<file path="config.mk">
export PLATFORM = sky130hd
export DESIGN_NAME = sc_regpoint_autoshift_flat
export DESIGN_NICKNAME = d
export VERILOG_FILES = /design/src/rtl/sc_regpoint_autoshift_if.sv /design/src/rtl/sc_regpoint_autoshift.sv /design/src/flat_wrapper.sv
export SDC_FILE = /design/constraint.sdc
export NUM_CORES = 1
export LEC_CHECK = 0
export CORE_ASPECT_RATIO = 0.5
export CORE_MARGIN = 8
export CORE_UTILIZATION = 35
export CTS_CLUSTER_DIAMETER = 150
export DETAILED_ROUTE_END_ITERATION = 12
export MAX_ROUTING_LAYER = met4
export PLACE_DENSITY = 0.58
export SLEW_MARGIN = 10
export SYNTH_ARGS = -nofsm -noshare
export SYNTH_HDL_FRONTEND = slang
export SYNTH_SLANG_ARGS = --single-unit
export TNS_END_PERCENT = 1
</file>
<file path="constraint.sdc">
create_clock -name SC_RegPOINTTYPE_CLOCK_50 -period 3 [get_ports SC_RegPOINTTYPE_CLOCK_50]
set_input_delay 0.6 -clock SC_RegPOINTTYPE_CLOCK_50 [delete_from_list [all_inputs] [get_ports SC_RegPOINTTYPE_CLOCK_50]]
set_output_delay 0.6 -clock SC_RegPOINTTYPE_CLOCK_50 [all_outputs]
set_load 0.02 [all_outputs]
</file>
<file path="src/rtl/sc_regpoint_autoshift_if.sv">
// Control/data bundle for the auto-shifting point register.
// Edge flag signal exists only with SC_REGPOINT_EDGEFLAG_EN defined.
interface sc_regpoint_autoshift_if #(
   parameter int DATAWIDTH  = 8,
   parameter int STEP_WIDTH = 8
);
   logic                  SC_RegPOINTTYPE_clear_InLow;
   logic                  SC_RegPOINTTYPE_load_InLow;
   logic [DATAWIDTH-1:0]  SC_RegPOINTTYPE_data_InBUS;
   logic [1:0]            SC_RegPOINTTYPE_mode_In;
   logic                  SC_RegPOINTTYPE_enable_In;
   logic                  SC_RegPOINTTYPE_start_In;
   logic [STEP_WIDTH-1:0] SC_RegPOINTTYPE_steps_In;
   logic [DATAWIDTH-1:0]  SC_RegPOINTTYPE_data_OutBUS;
   logic                  SC_RegPOINTTYPE_dir_Out;
   logic                  SC_RegPOINTTYPE_busy_Out;
   logic                  SC_RegPOINTTYPE_tick_Out;
   logic                  SC_RegPOINTTYPE_done_Out;
`ifdef SC_REGPOINT_EDGEFLAG_EN
   logic                  SC_RegPOINTTYPE_edge_Out;
`endif

   modport master (
      output SC_RegPOINTTYPE_clear_InLow,
      output SC_RegPOINTTYPE_load_InLow,
      output SC_RegPOINTTYPE_data_InBUS,
      output SC_RegPOINTTYPE_mode_In,
      output SC_RegPOINTTYPE_enable_In,
      output SC_RegPOINTTYPE_start_In,
      output SC_RegPOINTTYPE_steps_In,
      input  SC_RegPOINTTYPE_data_OutBUS,
      input  SC_RegPOINTTYPE_dir_Out,
      input  SC_RegPOINTTYPE_busy_Out,
      input  SC_RegPOINTTYPE_tick_Out,
`ifdef SC_REGPOINT_EDGEFLAG_EN
      input  SC_RegPOINTTYPE_edge_Out,
`endif
      input  SC_RegPOINTTYPE_done_Out
   );

   modport slave (
      input  SC_RegPOINTTYPE_clear_InLow,
      input  SC_RegPOINTTYPE_load_InLow,
      input  SC_RegPOINTTYPE_data_InBUS,
      input  SC_RegPOINTTYPE_mode_In,
      input  SC_RegPOINTTYPE_enable_In,
      input  SC_RegPOINTTYPE_start_In,
      input  SC_RegPOINTTYPE_steps_In,
      output SC_RegPOINTTYPE_data_OutBUS,
      output SC_RegPOINTTYPE_dir_Out,
      output SC_RegPOINTTYPE_busy_Out,
      output SC_RegPOINTTYPE_tick_Out,
`ifdef SC_REGPOINT_EDGEFLAG_EN
      output SC_RegPOINTTYPE_edge_Out,
`endif
      output SC_RegPOINTTYPE_done_Out
   );
endinterface

</file>
<file path="src/rtl/sc_regpoint_autoshift.sv">
// Point register with clear/load and prescaled rotate/bounce runs.
// Optional SC_REGPOINT_EDGEFLAG_EN adds a bounce-reversal pulse output.
module sc_regpoint_autoshift #(
   parameter int DATAWIDTH  = 8,
   parameter logic [DATAWIDTH-1:0] INIT_VALUE = {{(DATAWIDTH-1){1'b0}}, 1'b1},
   parameter int TICK_DIV   = 4,
   parameter int STEP_WIDTH = 8
) (
   input logic SC_RegPOINTTYPE_CLOCK_50,
   input logic SC_RegPOINTTYPE_RESET_InHigh,
   sc_regpoint_autoshift_if.slave bus
);
   localparam int PW = (TICK_DIV > 1) ? $clog2(TICK_DIV) : 1;
   localparam logic [PW-1:0] PMAX = PW'(TICK_DIV - 1);

   typedef enum logic [1:0] {IDLE, RUN, DONE} state_t;

   state_t                state_q, state_d;
   logic [DATAWIDTH-1:0]  data_q, data_d;
   logic                  dir_q, dir_d;
   logic [PW-1:0]         presc_q, presc_d;
   logic [STEP_WIDTH-1:0] rem_q, rem_d;

   logic [DATAWIDTH-1:0]  rol, ror, step_data;
   logic                  step_dir, rev, tick;

   assign rol  = {data_q[DATAWIDTH-2:0], data_q[DATAWIDTH-1]};
   assign ror  = {data_q[0], data_q[DATAWIDTH-1:1]};
   assign tick = (state_q == RUN) && bus.SC_RegPOINTTYPE_enable_In
              && (presc_q == PMAX);
   assign rev  = (bus.SC_RegPOINTTYPE_mode_In == 2'b11)
              && (dir_q ? data_q[0] : data_q[DATAWIDTH-1]);

   always_comb begin
      step_data = data_q;
      step_dir  = dir_q;
      unique case (bus.SC_RegPOINTTYPE_mode_In)
         2'b00: begin
            step_data = data_q;
            step_dir  = dir_q;
         end
         2'b01: begin
            step_data = rol;
            step_dir  = 1'b0;
         end
         2'b10: begin
            step_data = ror;
            step_dir  = 1'b1;
         end
         2'b11: begin
            // Bounce: flip direction when the point sits on the leading edge
            step_dir  = rev ? ~dir_q : dir_q;
            step_data = step_dir ? ror : rol;
         end
      endcase
   end

   always_comb begin
      state_d = state_q;
      data_d  = data_q;
      dir_d   = dir_q;
      presc_d = presc_q;
      rem_d   = rem_q;
      case (state_q)
         IDLE: begin
            if (bus.SC_RegPOINTTYPE_start_In) begin
               state_d = RUN;
               rem_d   = bus.SC_RegPOINTTYPE_steps_In;
               presc_d = '0;
            end
         end
         RUN: begin
            if (tick) begin
               presc_d = '0;
               data_d  = step_data;
               dir_d   = step_dir;
               // rem_q==0 in RUN means free run
               if (rem_q != '0) begin
                  rem_d = rem_q - STEP_WIDTH'(1);
                  if (rem_q == STEP_WIDTH'(1)) state_d = DONE;
               end
            end else if (bus.SC_RegPOINTTYPE_enable_In) begin
               presc_d = presc_q + PW'(1);
            end
         end
         DONE:    state_d = IDLE;
         default: state_d = IDLE;
      endcase
      if (!bus.SC_RegPOINTTYPE_load_InLow) begin
         data_d = bus.SC_RegPOINTTYPE_data_InBUS;
         dir_d  = dir_q;
      end
      if (!bus.SC_RegPOINTTYPE_clear_InLow) begin
         state_d = IDLE;
         data_d  = INIT_VALUE;
         dir_d   = 1'b0;
         presc_d = '0;
         rem_d   = '0;
      end
   end

   always_ff @(posedge SC_RegPOINTTYPE_CLOCK_50 or posedge SC_RegPOINTTYPE_RESET_InHigh) begin
      if (SC_RegPOINTTYPE_RESET_InHigh) begin
         state_q <= IDLE;
         data_q  <= '0;
         dir_q   <= 1'b0;
         presc_q <= '0;
         rem_q   <= '0;
      end else begin
         state_q <= state_d;
         data_q  <= data_d;
         dir_q   <= dir_d;
         presc_q <= presc_d;
         rem_q   <= rem_d;
      end
   end

`ifdef SC_REGPOINT_EDGEFLAG_EN
   logic edge_q, edge_d;

   assign edge_d = tick && rev && bus.SC_RegPOINTTYPE_load_InLow
                && bus.SC_RegPOINTTYPE_clear_InLow;

   always_ff @(posedge SC_RegPOINTTYPE_CLOCK_50 or posedge SC_RegPOINTTYPE_RESET_InHigh) begin
      if (SC_RegPOINTTYPE_RESET_InHigh) edge_q <= 1'b0;
      else                              edge_q <= edge_d;
   end

   assign bus.SC_RegPOINTTYPE_edge_Out = edge_q;
`endif

   assign bus.SC_RegPOINTTYPE_data_OutBUS = data_q;
   assign bus.SC_RegPOINTTYPE_dir_Out     = dir_q;
   assign bus.SC_RegPOINTTYPE_busy_Out    = (state_q == RUN);
   assign bus.SC_RegPOINTTYPE_done_Out    = (state_q == DONE);
   assign bus.SC_RegPOINTTYPE_tick_Out    = tick;
endmodule

</file>
<file path="src/flat_wrapper.sv">
// flat-port wrapper written by rule: the top's interface ports become plain ports
module sc_regpoint_autoshift_flat 
#(
   parameter int DATAWIDTH  = 8,
   parameter logic [DATAWIDTH-1:0] INIT_VALUE = {{(DATAWIDTH-1){1'b0}}, 1'b1},
   parameter int TICK_DIV   = 4,
   parameter int STEP_WIDTH = 8
)
  (SC_RegPOINTTYPE_CLOCK_50, SC_RegPOINTTYPE_RESET_InHigh, bus_SC_RegPOINTTYPE_clear_InLow, bus_SC_RegPOINTTYPE_load_InLow, bus_SC_RegPOINTTYPE_data_InBUS, bus_SC_RegPOINTTYPE_mode_In, bus_SC_RegPOINTTYPE_enable_In, bus_SC_RegPOINTTYPE_start_In, bus_SC_RegPOINTTYPE_steps_In, bus_SC_RegPOINTTYPE_data_OutBUS, bus_SC_RegPOINTTYPE_dir_Out, bus_SC_RegPOINTTYPE_busy_Out, bus_SC_RegPOINTTYPE_tick_Out, bus_SC_RegPOINTTYPE_done_Out);
  sc_regpoint_autoshift_if #(.DATAWIDTH(DATAWIDTH), .STEP_WIDTH(STEP_WIDTH)) bus_i ();
  input logic SC_RegPOINTTYPE_CLOCK_50;
  input logic SC_RegPOINTTYPE_RESET_InHigh;
  input wire logic [$bits(bus_i.SC_RegPOINTTYPE_clear_InLow)-1:0] bus_SC_RegPOINTTYPE_clear_InLow;
  input wire logic [$bits(bus_i.SC_RegPOINTTYPE_load_InLow)-1:0] bus_SC_RegPOINTTYPE_load_InLow;
  input wire logic [$bits(bus_i.SC_RegPOINTTYPE_data_InBUS)-1:0] bus_SC_RegPOINTTYPE_data_InBUS;
  input wire logic [$bits(bus_i.SC_RegPOINTTYPE_mode_In)-1:0] bus_SC_RegPOINTTYPE_mode_In;
  input wire logic [$bits(bus_i.SC_RegPOINTTYPE_enable_In)-1:0] bus_SC_RegPOINTTYPE_enable_In;
  input wire logic [$bits(bus_i.SC_RegPOINTTYPE_start_In)-1:0] bus_SC_RegPOINTTYPE_start_In;
  input wire logic [$bits(bus_i.SC_RegPOINTTYPE_steps_In)-1:0] bus_SC_RegPOINTTYPE_steps_In;
  output wire logic [$bits(bus_i.SC_RegPOINTTYPE_data_OutBUS)-1:0] bus_SC_RegPOINTTYPE_data_OutBUS;
  output wire logic [$bits(bus_i.SC_RegPOINTTYPE_dir_Out)-1:0] bus_SC_RegPOINTTYPE_dir_Out;
  output wire logic [$bits(bus_i.SC_RegPOINTTYPE_busy_Out)-1:0] bus_SC_RegPOINTTYPE_busy_Out;
  output wire logic [$bits(bus_i.SC_RegPOINTTYPE_tick_Out)-1:0] bus_SC_RegPOINTTYPE_tick_Out;
  output wire logic [$bits(bus_i.SC_RegPOINTTYPE_done_Out)-1:0] bus_SC_RegPOINTTYPE_done_Out;
  assign bus_i.SC_RegPOINTTYPE_clear_InLow = bus_SC_RegPOINTTYPE_clear_InLow;
  assign bus_i.SC_RegPOINTTYPE_load_InLow = bus_SC_RegPOINTTYPE_load_InLow;
  assign bus_i.SC_RegPOINTTYPE_data_InBUS = bus_SC_RegPOINTTYPE_data_InBUS;
  assign bus_i.SC_RegPOINTTYPE_mode_In = bus_SC_RegPOINTTYPE_mode_In;
  assign bus_i.SC_RegPOINTTYPE_enable_In = bus_SC_RegPOINTTYPE_enable_In;
  assign bus_i.SC_RegPOINTTYPE_start_In = bus_SC_RegPOINTTYPE_start_In;
  assign bus_i.SC_RegPOINTTYPE_steps_In = bus_SC_RegPOINTTYPE_steps_In;
  assign bus_SC_RegPOINTTYPE_data_OutBUS = bus_i.SC_RegPOINTTYPE_data_OutBUS;
  assign bus_SC_RegPOINTTYPE_dir_Out = bus_i.SC_RegPOINTTYPE_dir_Out;
  assign bus_SC_RegPOINTTYPE_busy_Out = bus_i.SC_RegPOINTTYPE_busy_Out;
  assign bus_SC_RegPOINTTYPE_tick_Out = bus_i.SC_RegPOINTTYPE_tick_Out;
  assign bus_SC_RegPOINTTYPE_done_Out = bus_i.SC_RegPOINTTYPE_done_Out;
  sc_regpoint_autoshift #(.DATAWIDTH(DATAWIDTH), .INIT_VALUE(INIT_VALUE), .TICK_DIV(TICK_DIV), .STEP_WIDTH(STEP_WIDTH)) u_core (.SC_RegPOINTTYPE_CLOCK_50(SC_RegPOINTTYPE_CLOCK_50), .SC_RegPOINTTYPE_RESET_InHigh(SC_RegPOINTTYPE_RESET_InHigh), .bus(bus_i));
endmodule
</file>
==> reports/metrics.cfg, run 1 <==
[clock_network]
cts_buffer_depth = 2
clk-insertion-delay-late_ns = 0.27
htreeDepth = 1
post-cts-setup-buffers = 0
ctsResizeCount = 0
clkSlewWorstSetupHoldPaths_ns = 0.08
ctsHoldBuffers = 0
root_buffer = clkbuf_8
cts_tree = done
cts_buffers = 3
cts_sinks = 21

[synth]
async_flop_share_pct = 100
synth_seq_cells = 21
synth_top_area_share_pct = 33.5
synth_cells = 183
yosysSeqAreaShare_pct = 33.5
synth_ff_type = dfrtp_1
postSynthAreaPerCell_um2 = 8.56
synth.area.top_cells = dfrtp_1, a21oi_1, o21ai_0, nand2_1, o2bb2ai_1
synthesis.nets = 211
netlist_area_um2 = 1570
synth-edff-count = 0
yosys_warnings = 0
yosysUniqueCellTypes = 50
yosys.area.top_type = dfrtp_1

[pwr]
vdd_ir_drop_max_v = 0.000171
p_leak_uw = 0.000819
power_density_nw_per_um2 = 380

[timing]
worst_slew_pin_slew_ns = 0.862
finClkSkew_ns = 0.00611
hold_viol_final = 0
clock.fmax_mhz = 360
fin_ws_ns = 0.224
finalSetupViolations = 0
rsz0062_at_grt = no
slew_viol_final = 0
slew_headroom_pct = 42.5
period_needed_ns = 2.78
period_share_pct = 92.5
totalNegativeSetupSlack_ns = 0

[die]
die_y_um = 63.3
die_area_um2 = 7000
coreArea_um2 = 4360
die_w_um = 111
num_rows = 17
ios = 36
start_util_pct = 35.9

[final_layout]
diodes = 0
final_nets = 244
fillers = 429
drive_above_1_share_pct = 7.44
area_growth_pct = 27.2

[worst_setup_path]
path_cells = clkdlybuf4s50_1, nand4b_4, inv_1, clkdlybuf4s50_1
rr_worst_depth = 6
regToRegSetupSlack_ns = 1.20
critPathTopFamily = buffers and inverters
cp-start-kind = input port
slowest_stage = clkdlybuf4s50_1
crit_start = bus_SC_RegPOINTTYPE_enable_In
cp.required_ns = 2.40
r2r-end = u_core.rem_q[6]$_DFFE_PP0P_
end_kind = output pin
critPathArrivalTime_ns = 2.18
path_depth = 4
cpMostUsedCell = clkdlybuf4s50_1
timing.rr.start = u_core.rem_q[0]$_DFFE_PP0P_
slowest_delay_ns = 0.63
crit_path_end = bus_SC_RegPOINTTYPE_tick_Out
critical_path_class = in2out
cp_max_fo = 6
crit_buf_inv = 3

[placed_design]
post-place-ws_ns = 0.230
gp_congestion = 0.804
hpwl_um = 3090
io_buffers = 35

[drt]
vias = 1501
ant_nets = 0
viasPerCell = 5.52
wire_per_inst_um = 15.6
drt_iter0_markers = 89
drc = 0
finalWirelength_um = 4250
first_pass_iters = 4

[grt]
grt_pass1_wl_um = 7110
first_global_vias = 1468
grt-ovfl-total = 0
grt_max_degree = 22
antenna_found_initial = 0
grt_usage_pct = 12.1

[worst_hold_path]
min_path_type = reg2reg

[job]
drv_cap = 0

[status]
status = finished, final reports clean

==> stage by stage <==
step	cell area, um2	hold WS, ns	utilization (%)	std cells	total power, uW
final	1990	0.503	45.7	272	757
after global routing	1990	0.533	45.7	272	795
after CTS	1990	0.509	45.7	272	762
after detailed placement	1950	0.490	44.6	268	566
after global placement	1950	0.491	44.6	268	564
after floorplan	1570	0.470	-	183	485
==> how the worst min path moves through the flow <==
stage	startpoint	to	slack [ns]	depth (start not counted)
final	u_core.presc_q[1]$_DFFE_PP0P_	u_core.presc_q[1]$_DFFE_PP0P_	0.50	1
after CTS	u_core.presc_q[1]$_DFFE_PP0P_	u_core.presc_q[1]$_DFFE_PP0P_	0.51	1
after floorplan	u_core.presc_q[1]$_DFFE_PP0P_	u_core.presc_q[1]$_DFFE_PP0P_	0.47	1
after global placement	u_core.presc_q[1]$_DFFE_PP0P_	u_core.presc_q[1]$_DFFE_PP0P_	0.49	1
after global routing	u_core.presc_q[1]$_DFFE_PP0P_	u_core.presc_q[1]$_DFFE_PP0P_	0.53	1
after detailed placement	u_core.presc_q[1]$_DFFE_PP0P_	u_core.presc_q[1]$_DFFE_PP0P_	0.49	1
==> kinds of logic after synthesis <==
family,Yosys count,synth area share [%]
and+or+nand+nor,69,25.1
AOI/OAI and AO/OA,65,29.5
buffers and inverters,21,6.71
DFF,21,33.5
adders and majority gates,4,3.20
muxes,3,2.00
==> placed cells by master, fill, tap and decap left out, types with 2 or more instances in the layout <==
master            n
o211ai_1          2
ha_1              4
o2bb2ai_1         6
a32o_1            2
o31ai_1           2
nand4_1           3
clkdlybuf4s50_1  35
nand2_1          16
nor2_1            8
a311o_1           2
and2_1            7
mux2i_1           2
a211oi_1          5
dfrtp_1          21
nor4_1            3
nand2b_1          3
nor2b_1           5
a32oi_1           4
a21oi_1          16
nand3_1           5
or3_1             2
nor3_1            6
clkbuf_8          3
buf_4             3
a31oi_1           2
o21a_1            2
o21ai_0          13
inv_1            11
a21boi_0          2
==> layer usage <==
metal | GRT usage, % | share of wire, % | routed length [um]
met1 | 15.0 | 50 | 2120
met2 | 19.6 | 46 | 1940
met3 | 2.74 | 3.7 | 159
met4 | 2.84 | 0.64 | 27
met5 | - | 0 | 0
==> synth_stat cells, drive strengths merged (4+ instances only) <==
| cell | count |
|---|---|
| a21oi | 16 |
| nand2 | 16 |
| nor2b | 5 |
| a32oi | 4 |
| nor2 | 8 |
| a211oi | 5 |
| ha | 4 |
| nand3 | 5 |
| inv | 11 |
| and2 | 8 |
| o21ai | 14 |
| o2bb2ai | 6 |
| buf | 8 |
| dfrtp | 21 |
| nor3 | 6 |
==> area by class of cell <==
type / instances / area, um2 / area share [%]
repair buffers: 38 / 373 / 18.7
clock buffers: 4 / 45.0 / 2.26
multi-input cells: 141 / 936 / 47.0
inverters: 11 / 41.3 / 2.07
flip-flops and latches: 21 / 526 / 26.4
well taps: 57 / 71.3 / 3.58
==> sequential cells by signal, summed over array words and instances (netlist names) <==
name                                    count
u_core.bus.SC_RegPOINTTYPE_data_OutBUS      8
u_core.rem_q                                8
u_core.presc_q                              2
u_core.state_q                              2
u_core.bus.SC_RegPOINTTYPE_dir_Out          1
==> report_power, final <==
part / internal, uW / leakage (uW) / total [uW] / switching, uW
combinational: 112 / 0.000520 / 230 / 118
clock: 94.9 / 0.0000228 / 193 / 98.2
sequential: 304 / 0.000277 / 333 / 29.6
Power figures use the tool's default switching activity.
==> run 2, diff against run 1 <==
- GPL_ROUTABILITY_DRIVEN: unset -> 0
==> results of run 2 <==
No change in the layout: final DEF, timing and power equal those of run 1.
==> run 3, diff against run 2 <==
- MAX_ROUTING_LAYER: met4 -> unset
==> run 3 against run 2 <==
Flip-flop and latch count unchanged; final cell count unchanged; power about the same; die area unchanged; register-to-register slack about the same; via count about the same; critical path depth unchanged.
==> reports/metrics.cfg, run 3 (synthesis gave the netlist of run 1 again) <==
[status]
status = finished, final reports clean

[clock_network]
post-cts-setup-buffers = 0  ; unchanged
clk-insertion-delay-late_ns = 0.27  ; about the same
cts_buffers = 3  ; unchanged
cts_sinks = 21  ; unchanged
ctsResizeCount = 0  ; unchanged
htreeDepth = 1  ; unchanged
cts_tree = done
root_buffer = clkbuf_8
cts_buffer_depth = 2  ; unchanged
clkSlewWorstSetupHoldPaths_ns = 0.08  ; about the same
ctsHoldBuffers = 0  ; unchanged

[drt]
wire_per_inst_um = 15.6  ; about the same
drc = 0  ; unchanged
drt_iter0_markers = 87  ; -2.2%
finalWirelength_um = 4250  ; about the same
ant_nets = 0  ; unchanged
vias = 1502  ; +0.067%
viasPerCell = 5.52  ; about the same
first_pass_iters = 4  ; unchanged

[grt]
grt-ovfl-total = 0  ; unchanged
grt_max_degree = 22  ; unchanged
antenna_found_initial = 0  ; unchanged
grt_pass1_wl_um = 7110  ; about the same
first_global_vias = 1463  ; -0.34%
grt_usage_pct = 11.8  ; -0.33 points
use_met3_pct = 2.93  ; +0.19 points
met2_usage_pct = 19.6  ; unchanged
top_usage_layer = met2
use_met1_pct = 14.9  ; -0.11 points

[final_layout]
diodes = 0  ; unchanged
final_cell_mix = clkdlybuf4s50_1, dfrtp_1, nand2_1, a21oi_1, o21ai_0
area_growth_pct = 27.2  ; unchanged
drive_above_1_share_pct = 7.44  ; unchanged
final_common_cell = clkdlybuf4s50_1
final_nets = 244  ; unchanged

[die]
start_util_pct = 35.9  ; unchanged
ios = 36  ; unchanged
num_rows = 17  ; unchanged
die_y_um = 63.3  ; unchanged
coreArea_um2 = 4360  ; unchanged
die_w_um = 111  ; unchanged
die_area_um2 = 7000  ; unchanged

[pwr]
combPwrFrac_pct = 30.4  ; about the same
power_density_nw_per_um2 = 380  ; about the same
clkPwrFrac_pct = 25.6  ; about the same
internal_power_uw = 511  ; about the same
seq_power_share_pct = 44.0  ; about the same
p_sw_share_pct = 32.5  ; +0.034 points
p_leak_uw = 0.000819  ; unchanged
vdd_ir_drop_max_v = 0.000171  ; about the same
p_sw_uw = 246  ; +0.16%

[timing]
clock.fmax_mhz = 360  ; -0.12%
finClkSkew_ns = 0.00650  ; +0.000392 ns
period_share_pct = 92.6  ; +0.11 points
period_needed_ns = 2.78  ; +0.00320 ns
slew_viol_final = 0  ; unchanged
finalSetupViolations = 0  ; unchanged
slew_headroom_pct = 42.5  ; about the same
hold_viol_final = 0  ; unchanged
fin_ws_ns = 0.221  ; -0.00320 ns
totalNegativeSetupSlack_ns = 0  ; unchanged
rsz0062_at_grt = no
worst_slew_pin_slew_ns = 0.862  ; -0.000170 ns

[placed_design]
hpwl_um = 3090  ; unchanged
io_buffers = 35  ; unchanged
post-place-ws_ns = 0.230  ; unchanged

[worst_setup_path]
end_kind = output pin
cp-start-kind = input port
crit_start = bus_SC_RegPOINTTYPE_enable_In
cp.required_ns = 2.40  ; about the same
critPathArrivalTime_ns = 2.18  ; about the same
timing.rr.start = u_core.rem_q[0]$_DFFE_PP0P_
rr_worst_depth = 6  ; unchanged
cp_max_fo = 6  ; unchanged
critical_path_class = in2out

[worst_hold_path]
min_path_type = reg2reg
hold_start = u_core.presc_q[1]$_DFFE_PP0P_
holdPathStages = 1  ; unchanged

[job]
drv_cap = 0  ; unchanged

[run 3: worst paths after layout]
path                                                                         endpoint  slack, ns
worst max-delay path                                     bus_SC_RegPOINTTYPE_tick_Out       0.22
worst min-delay path                                    u_core.presc_q[1]$_DFFE_PP0P_       0.50
worst max register to register                            u_core.rem_q[6]$_DFFE_PP0P_       1.20
worst min register to register                          u_core.presc_q[1]$_DFFE_PP0P_       0.50
max in group asynchronous                               u_core.state_q[0]$_DFFE_PP0P_       1.66
min in group asynchronous       u_core.bus.SC_RegPOINTTYPE_data_OutBUS[3]$_DFFE_PP0P_       0.81
[run 3: worst max-delay path: stages]
cell and delay, ns:
clkdlybuf4s50_1 0.62, nand4b_4 0.16, inv_1 0.17, clkdlybuf4s50_1 0.63
[run 3: layer usage]
metal  wire (um)  vias to the layer above
met3         168                        4
met4          39                        0
li1            -                      748
met2        1930                       30
met5           0                        -
met1        2110                      720
[run 3: power by group through the flow]
stage,logic [uW],registers (uW),clock network [uW]
2_1_floorplan,150,335,0
3_3_place_gp,226,337,0
3_5_place_dp,229,338,0
4_1_cts,230,332,200
5_1_grt,254,337,205
6_report,230,333,194
[run 3: final cells by class]
| cell class | count | area (um2) |
|---|---|---|
| Fill cell | 429 | 2370 |
| Inverter | 11 | 41.3 |
| Clock buffer | 4 | 45.0 |
| Multi-Input combinational cell | 141 | 936 |
| Timing Repair Buffer | 38 | 373 |
| Sequential cell | 21 | 526 |
| Tap cell | 57 | 71.3 |
[run 3: per-stage QoR]
stage	utilization (%)	hold slack [ns]	total power, uW	instance area (um2)	std cells
3_3_place_gp	44.6	0.491	564	1950	268
3_5_place_dp	44.6	0.490	566	1950	268
2_1_floorplan	-	0.470	485	1570	183
5_1_grt	45.7	0.533	795	1990	272
4_1_cts	45.7	0.509	762	1990	272
6_report	45.7	0.502	757	1990	272
